**config.mk**
```make
export PLATFORM = sky130hd
export DESIGN_NAME = map_mem_arbiter
export DESIGN_NICKNAME = d
export VERILOG_FILES = /design/src/rtl/map_mem_pkg.sv /design/src/rtl/sync_edge.sv /design/src/rtl/map_mem_arbiter.sv
export SDC_FILE = /design/constraint.sdc
export NUM_CORES = 1
export LEC_CHECK = 0
export ABC_CLOCK_PERIOD_IN_PS = 5200
export CORE_MARGIN = 10
export CORE_UTILIZATION = 50
export CTS_CLUSTER_DIAMETER = 50
export DETAILED_ROUTE_END_ITERATION = 16
export PLACE_DENSITY = 0.92
export SETUP_SLACK_MARGIN = 0.15
export SYNTH_ARGS = -nofsm -noshare
export SYNTH_HDL_FRONTEND = slang
export SYNTH_HIERARCHICAL = 1
export SYNTH_SLANG_ARGS = --single-unit
export TNS_END_PERCENT = 10
```
**constraint.sdc**
```tcl
create_clock -name clk -period 5.2 [get_ports clk]
set_input_delay 1.56 -clock clk [delete_from_list [all_inputs] [get_ports clk]]
set_output_delay 1.56 -clock clk [all_outputs]
set_load 0.005 [all_outputs]
```
**src/rtl/map_mem_pkg.sv**
```systemverilog
// Shared types for the mapper-to-memory arbiter: region tags, FSM states and
// the per-port request slot captured on a strobe edge.
package map_mem_pkg;

  // Slot addresses are stored at a fixed width; ADDR_BITS must not exceed it.
  localparam int unsigned SLOT_ADDR_W = 32;
  localparam int unsigned DATA_W      = 8;

  typedef enum logic {
    REGION_PRG = 1'b0,
    REGION_CHR = 1'b1
  } region_e;

  typedef enum logic [1:0] {
    IDLE      = 2'd0,
    SERVE_PRG = 2'd1,
    SERVE_CHR = 2'd2
  } state_e;

  typedef struct packed {
    logic [SLOT_ADDR_W-1:0] addr;
    logic                   we;
    logic [DATA_W-1:0]      wdata;
  } slot_t;

  function automatic slot_t slot_capture(input logic [SLOT_ADDR_W-1:0] addr,
                                         input logic                   we,
                                         input logic [DATA_W-1:0]      wdata);
    slot_t s;
    s.addr  = addr;
    s.we    = we;
    s.wdata = wdata;
    return s;
  endfunction

endpackage

```
**src/rtl/sync_edge.sv**
```systemverilog
// Two-flop synchronizer for an asynchronous level, with a rising-edge pulse
// derived from the synchronized value.
module sync_edge (
  input  logic clk,
  input  logic rst,
  input  logic async_i,
  output logic level_o,
  output logic rise_c
);

  logic meta_q;
  logic sync_q;
  logic prev_q;

  always_ff @(posedge clk or posedge rst) begin
    if (rst) begin
      meta_q <= 1'b0;
      sync_q <= 1'b0;
      prev_q <= 1'b0;
    end else begin
      meta_q <= async_i;
      sync_q <= meta_q;
      prev_q <= sync_q;
    end
  end

  assign level_o = sync_q;
  assign rise_c  = sync_q & ~prev_q;

endmodule

```
**src/rtl/map_mem_arbiter.sv**
```systemverilog
// Turns mapper PRG/CHR bus strobes into single-beat requests on one shared
// memory port, CHR first, and returns read data to each bus side.
module map_mem_arbiter
  import map_mem_pkg::*;
#(
  parameter int unsigned ADDR_BITS = 22
) (
  input  logic                 clk,
  input  logic                 rst,
  input  logic [ADDR_BITS-1:0] prg_addr,
  input  logic                 prg_oe,
  input  logic                 prg_we,
  input  logic [7:0]           cpu_data_in,
  input  logic [ADDR_BITS-1:0] chr_addr,
  input  logic                 chr_ce,
  input  logic                 chr_oe,
  input  logic                 chr_we,
  input  logic [7:0]           ppu_data_in,
  output logic [7:0]           prg_data_out,
  output logic [7:0]           chr_data_out,
  output logic                 mem_req,
  output logic                 mem_we,
  output logic [ADDR_BITS:0]   mem_addr,
  output logic [7:0]           mem_wdata,
  input  logic                 mem_ack,
  input  logic [7:0]           mem_rdata,
  output logic                 overrun
);

  logic prg_oe_rise, prg_we_rise, chr_oe_rise, chr_we_rise;
  logic prg_oe_lvl, prg_we_lvl, chr_oe_lvl, chr_we_lvl;
  logic chr_ce_lvl, chr_ce_rise;
  logic unused_levels;

  sync_edge u_sync_prg_oe (.clk(clk), .rst(rst), .async_i(prg_oe), .level_o(prg_oe_lvl), .rise_c(prg_oe_rise));
  sync_edge u_sync_prg_we (.clk(clk), .rst(rst), .async_i(prg_we), .level_o(prg_we_lvl), .rise_c(prg_we_rise));
  sync_edge u_sync_chr_oe (.clk(clk), .rst(rst), .async_i(chr_oe), .level_o(chr_oe_lvl), .rise_c(chr_oe_rise));
  sync_edge u_sync_chr_we (.clk(clk), .rst(rst), .async_i(chr_we), .level_o(chr_we_lvl), .rise_c(chr_we_rise));
  sync_edge u_sync_chr_ce (.clk(clk), .rst(rst), .async_i(chr_ce), .level_o(chr_ce_lvl), .rise_c(chr_ce_rise));

  assign unused_levels = ^{prg_oe_lvl, prg_we_lvl, chr_oe_lvl, chr_we_lvl, chr_ce_rise};

  logic prg_edge_c;
  logic chr_edge_c;

  assign prg_edge_c = prg_oe_rise | prg_we_rise;
  assign chr_edge_c = chr_ce_lvl & (chr_oe_rise | chr_we_rise);

  state_e               state_q, state_d;
  slot_t                prg_slot_q, prg_slot_d;
  slot_t                chr_slot_q, chr_slot_d;
  logic                 prg_pend_q, prg_pend_d;
  logic                 chr_pend_q, chr_pend_d;
  logic                 prg_refresh_q, prg_refresh_d;
  logic                 chr_refresh_q, chr_refresh_d;
  logic                 overrun_q, overrun_d;
  logic                 mem_req_q, mem_req_d;
  logic                 mem_we_q, mem_we_d;
  logic [ADDR_BITS:0]   mem_addr_q, mem_addr_d;
  logic [7:0]           mem_wdata_q, mem_wdata_d;
  logic [7:0]           prg_data_q, prg_data_d;
  logic [7:0]           chr_data_q, chr_data_d;

  // State and output registers
  always_ff @(posedge clk or posedge rst) begin
    if (rst) begin
      state_q       <= IDLE;
      prg_slot_q    <= '0;
      chr_slot_q    <= '0;
      prg_pend_q    <= 1'b0;
      chr_pend_q    <= 1'b0;
      prg_refresh_q <= 1'b0;
      chr_refresh_q <= 1'b0;
      overrun_q     <= 1'b0;
      mem_req_q     <= 1'b0;
      mem_we_q      <= 1'b0;
      mem_addr_q    <= '0;
      mem_wdata_q   <= '0;
      prg_data_q    <= '0;
      chr_data_q    <= '0;
    end else begin
      state_q       <= state_d;
      prg_slot_q    <= prg_slot_d;
      chr_slot_q    <= chr_slot_d;
      prg_pend_q    <= prg_pend_d;
      chr_pend_q    <= chr_pend_d;
      prg_refresh_q <= prg_refresh_d;
      chr_refresh_q <= chr_refresh_d;
      overrun_q     <= overrun_d;
      mem_req_q     <= mem_req_d;
      mem_we_q      <= mem_we_d;
      mem_addr_q    <= mem_addr_d;
      mem_wdata_q   <= mem_wdata_d;
      prg_data_q    <= prg_data_d;
      chr_data_q    <= chr_data_d;
    end
  end

  // Next-state: arbitration first, then edge capture so a new edge overrides a clear
  always_comb begin
    state_d       = state_q;
    prg_slot_d    = prg_slot_q;
    chr_slot_d    = chr_slot_q;
    prg_pend_d    = prg_pend_q;
    chr_pend_d    = chr_pend_q;
    prg_refresh_d = prg_refresh_q;
    chr_refresh_d = chr_refresh_q;
    overrun_d     = overrun_q;
    mem_req_d     = mem_req_q;
    mem_we_d      = mem_we_q;
    mem_addr_d    = mem_addr_q;
    mem_wdata_d   = mem_wdata_q;
    prg_data_d    = prg_data_q;
    chr_data_d    = chr_data_q;

    case (state_q)
      IDLE: begin
        if (chr_pend_q) begin
          state_d       = SERVE_CHR;
          mem_req_d     = 1'b1;
          mem_we_d      = chr_slot_q.we;
          mem_addr_d    = {1'(REGION_CHR), ADDR_BITS'(chr_slot_q.addr)};
          mem_wdata_d   = chr_slot_q.wdata;
          chr_refresh_d = 1'b0;
        end else if (prg_pend_q) begin
          state_d       = SERVE_PRG;
          mem_req_d     = 1'b1;
          mem_we_d      = prg_slot_q.we;
          mem_addr_d    = {1'(REGION_PRG), ADDR_BITS'(prg_slot_q.addr)};
          mem_wdata_d   = prg_slot_q.wdata;
          prg_refresh_d = 1'b0;
        end
      end
      SERVE_PRG: begin
        if (mem_ack) begin
          state_d    = IDLE;
          mem_req_d  = 1'b0;
          prg_pend_d = prg_refresh_q;
          if (!mem_we_q) prg_data_d = mem_rdata;
        end
      end
      SERVE_CHR: begin
        if (mem_ack) begin
          state_d    = IDLE;
          mem_req_d  = 1'b0;
          chr_pend_d = chr_refresh_q;
          if (!mem_we_q) chr_data_d = mem_rdata;
        end
      end
      default: begin
        state_d   = IDLE;
        mem_req_d = 1'b0;
      end
    endcase

    // A slot rewritten while its request is in flight must reissue after ack
    if (prg_edge_c) begin
      prg_slot_d = slot_capture(SLOT_ADDR_W'(prg_addr), prg_we_rise, cpu_data_in);
      prg_pend_d = 1'b1;
      if (prg_pend_q) overrun_d = 1'b1;
      if (state_d == SERVE_PRG) prg_refresh_d = 1'b1;
    end

    if (chr_edge_c) begin
      chr_slot_d = slot_capture(SLOT_ADDR_W'(chr_addr), chr_we_rise, ppu_data_in);
      chr_pend_d = 1'b1;
      if (chr_pend_q) overrun_d = 1'b1;
      if (state_d == SERVE_CHR) chr_refresh_d = 1'b1;
    end
  end

  assign mem_req      = mem_req_q;
  assign mem_we       = mem_we_q;
  assign mem_addr     = mem_addr_q;
  assign mem_wdata    = mem_wdata_q;
  assign prg_data_out = prg_data_q;
  assign chr_data_out = chr_data_q;
  assign overrun      = overrun_q;

endmodule

```
After elaboration in Yosys (flattened, before gate mapping)
Cells that the tools add are included.

storage, ports and cells
  register bits = 132
  input port bits = 76
  output and inout bits = 50
  word-level logic and storage cells = 96

operators by class
  equal/unequal tests = 6
  multiplexer cells = 33
  bitwise gates (word level) = 12
  reduce and logical (&&, ||, !) cells = 13

operators by type and width
  cell                count
  $mux 23             2
  $mux 1              24
  $mux 8              2
  $reduce_bool 2->1   5
  $reduce_and 2->1    4
  $mux 2              3
  $reduce_and 3->1    2
  $and 1x1->1         5
  $not 1->1           5
  $eq 2x1->1 const B  2
  $eq 2x2->1 const B  2
  $pmux 2 s2          1
  $ne 3x3->1 const B  1
  $logic_not 2->1     1
  $ne 2x1->1 const B  1
  $or 1x1->1          2
  $pmux 1 s2          1
  $reduce_or 2->1     1

Longest topological paths before layout
Gate-level depths: netlist of the first run.

  depth in word-level cells = 6
  depth in mapped cells = 6
  mapped depth without buffers = 6

By module
Netlist of the first run, hierarchy kept.

by module, submodules not included
  module           instances  cells each  area each (um^2)  sequential area each (um^2)
  map_mem_arbiter  1          354         4883.4            2952.8
  sync_edge        5          5           92.6              75.1

Least setup slack after synthesis of the first run
Ideal clock, no wire load.

  path type = in2reg
  start = input port mem_ack
  end = register chr_data_q[0], in the netlist chr_data_out[0]
  library setup time = 0.125 ns
  data arrival time = 2.220 ns
  data required time = 5.075 ns
  setup slack = 2.855 ns
  cell stages on the path = 3
  path buffers = 0
  path through = and2b_2 -> nand2_4 -> mux2_4

on the way
  cells in the longest elaborated chain, start to end = 1

ends and longest elaborated chain
  element                            RTL line               source
  start, declared                    map_mem_arbiter.sv:25  input logic mem_ack,
  $reduce_and 3->1 (no source line)  -
  end signal, assigned               map_mem_arbiter.sv:95  chr_data_q <= chr_data_d;
  end, declared                      map_mem_arbiter.sv:62  logic [7:0] chr_data_q, chr_data_d;

Every way passes these cells.
A chain may end at the register's enable or synchronous reset.

Final worst setup path of the first run
  start = register mem_we_q, in the netlist mem_we
  end = output port mem_we

RTL lines
  element                 RTL line               source
  start, declared         map_mem_arbiter.sv:58  logic mem_we_q, mem_we_d;
  start signal, assigned  map_mem_arbiter.sv:91  mem_we_q <= mem_we_d;
  end, declared           map_mem_arbiter.sv:22  output logic mem_we,

No word-level cell between the ends.

==> results of run 1 <==
[registers in the layout, indices dropped and copies added (netlist names), 2 cells and up]
name	count
mem_wdata	8
prg_data_out	8
mem_addr	23
state_q	2
chr_data_out	8
chr_slot_q	31
prg_slot_q	31
[path summary, 6_finish.rpt]
path	start	endpoint	slack (ps)	cells after the start
hold reg to reg	u_sync_prg_we/meta_q$_DFF_PP0_	u_sync_prg_we/level_o$_DFF_PP0_	350	0
setup reg to reg	chr_pend_q$_DFFE_PP0P_	mem_addr[21]$_DFFE_PP0P_	3060	4
max in group asynchronous	rst	chr_slot_q[30]$_DFFE_PP0P_	2500	3
hold / removal	u_sync_prg_we/meta_q$_DFF_PP0_	u_sync_prg_we/level_o$_DFF_PP0_	350	0
min in group asynchronous	rst	u_sync_chr_ce/meta_q$_DFF_PP0_	1400	2
setup / recovery	mem_we$_DFFE_PP0P_	mem_we	2200	1
[routing by layer]
layer  share of wire [%]  global-route usage (%)  vias up
li1                    -                       -     1563
met5                   0                       0        -
met4                0.58                    4.88        0
met3                 5.2                    4.51        6
met1                  41                    19.5     1702
met2                  53                    29.5       82
[area by class of cell]
class / count / area [um2] / share of cell area, %
Sequential cell: 132 / 3300 / 45.2
Clock inverter: 15 / 219 / 2.99
Timing Repair Buffer: 130 / 1290 / 17.6
Multi-Input combinational cell: 217 / 1880 / 25.6
Tap cell: 136 / 170 / 2.33
Inverter: 11 / 43.8 / 0.598
Clock buffer: 17 / 414 / 5.66
[metrics by stage]
stage | hold slack (ps) | power (W) | instance area [um2]
after CTS | 351 | 0.00408 | 7320
after global placement | 332 | 0.00273 | 6680
after floorplan | 331 | 0.00218 | 5310
after detailed placement | 337 | 0.00280 | 6680
after global routing | 355 | 0.00426 | 7320
final | 353 | 0.00404 | 7320
[power by group]
group	internal, W	switching, W	total [W]
Sequential	0.00133	0.000182	0.00151
Clock	0.000794	0.000477	0.00127
Combinational	0.000735	0.000531	0.00127
==> flow_metrics.tcl, run 1 <==
set metrics [dict create \
    worstSetupEndpointType "output port" \
    grt_pass1_vias 3860 \
    syn_area_um2 5310 \
    tns_ps 0 \
    postSynthCellCount 377 \
    dp.final_hpwl_um 8520 \
    final_cells 658 \
    gp_congestion 0.750 \
    grt_antenna_before_repair 0 \
    postLayoutCoreUtil_pct 70.9 \
    p_leak_nw 3.33 \
    hold_class "flop to flop" \
    syn_nets 458 \
    worst_pin_slew_ps 1060 \
    insertion_delay_ps 510 \
    start_util_pct 51.4 \
    first_iter_violations 162 \
    grt_max_degree 89 \
    cts_sinks 132 \
    cp_cell_sequence "clkdlybuf4s50_1" \
    start_kind "flop" \
    setup_viol 0 \
    clock_skew_ps 14.6 \
    grt-ovfl-total 0 \
    rows 37 \
    core_um2 10300 \
    hold_viol 0 \
    crit_path_top_delay_cell "clkdlybuf4s50_1" \
    fillers 702 \
    ant_nets 0 \
    die_area_um2 15100 \
    powerDensity_nw_per_um2 553 \
    ir_drop_v 0.000278 \
    cts_tree "yes" \
    critPathMaxFanout 3 \
    mostFrequentLayoutCells "131 x dfrtp_1, 125 x clkdlybuf4s50_1, 51 x mux2_2" \
    cts-root-buf "clkbuf_8" \
    status "finished, final reports clean" \
    dieHeight_um 123 \
    grt_pass1_wl_um 20000 \
    fmax_ghz 0.333 \
    cp_num_buf_inv 1 \
    syn_to_final_growth_pct 37.9 \
    cts_buffer_depth 2 \
    relSlewSlack_pct 29.0 \
    synth.avg_cell_area_um2 14.1 \
    holdBufCountCts 0 \
    drc 0 \
    cts-htree-levels 4 \
    via_per_inst 5.10 \
    dr_total_vias 3353 \
    cpPeakStageDelay_ps 530 \
    firstDrtPassIters 4 \
    cts.clk_slew.worst_paths_ps 60 \
    fin_crit_ps 3000 \
    critPathTopFamily "buffers and inverters" \
    top_level_ports 126 \
    timing.final.crit_share_pct 57.7 \
    cts_resized 0 \
    final_common_cell "dfrtp_1" \
    port-buffer-count 125 \
    drive_gt1_share_pct 22.8 \
    wire_per_inst_um 18.7 \
    final_max_slew_viol_count 0 \
    rsz0062_at_grt "no" \
    yosysWarnings 6 \
    crit_required_ps 3640 \
    cts_made_buffers 17 \
    critPathKind "flop to output port" \
    n_antenna_cell 0 \
    cap_violations 0 \
    cts_setup_buffers 0 \
    fin_ws_ps 2200 \
    fin_nets 590 \
    dp_slack_ps 1910 \
    dp_cells 626 \
    wl_um 12300 \
    die-width_um 123 \
    worst-endpoint-arrival_ps 1440 \
    grtUsageTotal_pct 16.7 \
]
Note: power is estimated with default switching activity, not from simulation.
==> run 2: changes to the inputs <==
Settings changed: ABC_CLOCK_PERIOD_IN_PS 5200 to 3000.
Clock period 5.2 ns to 3 ns, I/O delays scaled along.
==> flow_metrics.tcl, run 2 (same netlist as run 1, synthesis figures left out) <==
set metrics [dict create \
    cpPeakStageDelay_ps 540 \
    grtUsageTotal_pct 16.5 \
    firstDrtPassIters 6 \
    met3RoutedLength_um 796 \
    start_util_pct 51.4 \
    via_per_inst 5.15 \
    clock_skew_ps 12.0 \
    start_kind "flop" \
    critPathMaxFanout 3 \
    powerDensity_nw_per_um2 921 \
    hold_path_startpoint "u_sync_prg_oe/meta_q$_DFF_PP0_" \
    tns_ps 0 \
    hold_class "flop to flop" \
    setup_viol 0 \
    critPathKind "flop to output port" \
    rsz0062_at_grt "no" \
    switching_share_pct 29.8 \
    fillers 715 \
    die_area_um2 15100 \
    first_iter_violations 212 \
    holdBufCountCts 0 \
    regToRegSetupSlack_ps 1060 \
    cap_violations 0 \
    final_area_um2 7290 \
    ant_nets 0 \
    fin_nets 591 \
    wl_met2_um 6440 \
    met1Wirelength_um 4900 \
    cts-htree-levels 4 \
    ir_drop_v 0.000483 \
    timing.rr.start "state_q[0]$_DFF_PP0_" \
    p_leak_nw 3.31 \
    internal-power_w 0.00471 \
    worstReg2RegEnd "mem_addr[21]$_DFFE_PP0P_" \
    top_level_ports 126 \
    total_power_w 0.00671 \
    fmax_ghz 0.428 \
    wl_um 12200 \
    cts_setup_buffers 0 \
    grt_antenna_before_repair 0 \
    grt_pass1_vias 3848 \
    seqPwrFrac_pct 38.9 \
    rr_worst_depth 5 \
    cts-root-buf "clkbuf_8" \
    worst-endpoint-arrival_ps 1440 \
    drive_gt1_share_pct 22.8 \
    grt_max_degree 52 \
    pwr-share-comb_pct 32.7 \
    wire_per_inst_um 18.5 \
    grt-ovfl-total 0 \
    hold_viol 0 \
    timing.final.crit_share_pct 77.9 \
    final_max_slew_viol_count 0 \
    p_switching_w 0.00200 \
    min_to "u_sync_prg_oe/level_o$_DFF_PP0_" \
    cts_buffer_depth 2 \
    syn_to_final_growth_pct 37.3 \
    critPathTopFamily "buffers and inverters" \
    p_clk_share_pct 28.4 \
    status "finished, final reports clean" \
    cp_cell_sequence "clkdlybuf4s50_1" \
    gp_congestion 0.743 \
    cts.clk_slew.worst_paths_ps 60 \
    die-width_um 123 \
    worst_pin_slew_ps 724 \
    core_um2 10300 \
    cts_resized 0 \
    crit_path_top_delay_cell "clkdlybuf4s50_1" \
    drc 0 \
    top_layer "met4" \
    cts_sinks 132 \
    worstSetupEndpointType "output port" \
    cts_made_buffers 17 \
    holdPathStages 0 \
    n_antenna_cell 0 \
    dr_total_vias 3392 \
    port-buffer-count 125 \
    cts_tree "yes" \
    cp_num_buf_inv 1 \
    insertion_delay_ps 500 \
    crit_required_ps 2100 \
    grt_pass1_wl_um 19800 \
    relSlewSlack_pct 51.6 \
    dp.final_hpwl_um 8800 \
    final_common_cell "dfrtp_1" \
    rows 37 \
    dieHeight_um 123 \
    fin_crit_ps 2340 \
    place_area_um2 6730 \
    mostFrequentLayoutCells "131 x dfrtp_1, 125 x clkdlybuf4s50_1, 51 x mux2_2" \
]
-- run 2: layout make-up --
cell class	count	area, um2	area share, %
clock inverters	13	124	1.70
flip-flops and latches	132	3300	45.4
well taps	136	170	2.34
clock buffers	19	432	5.92
multi-input cells	217	1880	25.8
inverters	11	45.0	0.618
repair buffers	131	1330	18.3
-- run 2: layer usage --
metal / up-vias / global-route usage [%]
li1: 1567 / -
met1: 1702 / 19.2
met2: 113 / 29.2
met3: 10 / 4.47
met4: 0 / 4.66
met5: - / 0
-- run 2: worst max-delay path by stage --
stage | to | cells after the start | start
floorplan | chr_data_out[0]$_DFFE_PP0P_ | 1 | rst
finish | mem_we | 1 | mem_we$_DFFE_PP0P_
detailed placement | chr_data_out[7]$_DFFE_PP0P_ | 4 | mem_ack
CTS | mem_we | 1 | mem_we$_DFFE_PP0P_
global placement | chr_data_out[3]$_DFFE_PP0P_ | 4 | mem_ack
global route | mem_we | 1 | mem_we$_DFFE_PP0P_
-- run 2: per-stage QoR --
step                      hold WS, ps  worst slack, ps  util (%)  instances
after CTS                         350              613      70.6        659
after detailed placement          335              677      65.2        627
after global routing              354              603      70.6        659
after floorplan                   331              659         -        377
after global placement            333              727      65.2        627
final                             349              663      70.6        659
-- run 2: power groups by stage --
stage	Sequential, W	Clock [W]	Combinational (W)
after detailed placement	0.00264	0	0.00223
after floorplan	0.00258	0	0.00119
final	0.00261	0.00191	0.00219
after CTS	0.00262	0.00194	0.00224
after global placement	0.00261	0	0.00214
after global routing	0.00267	0.00203	0.00240
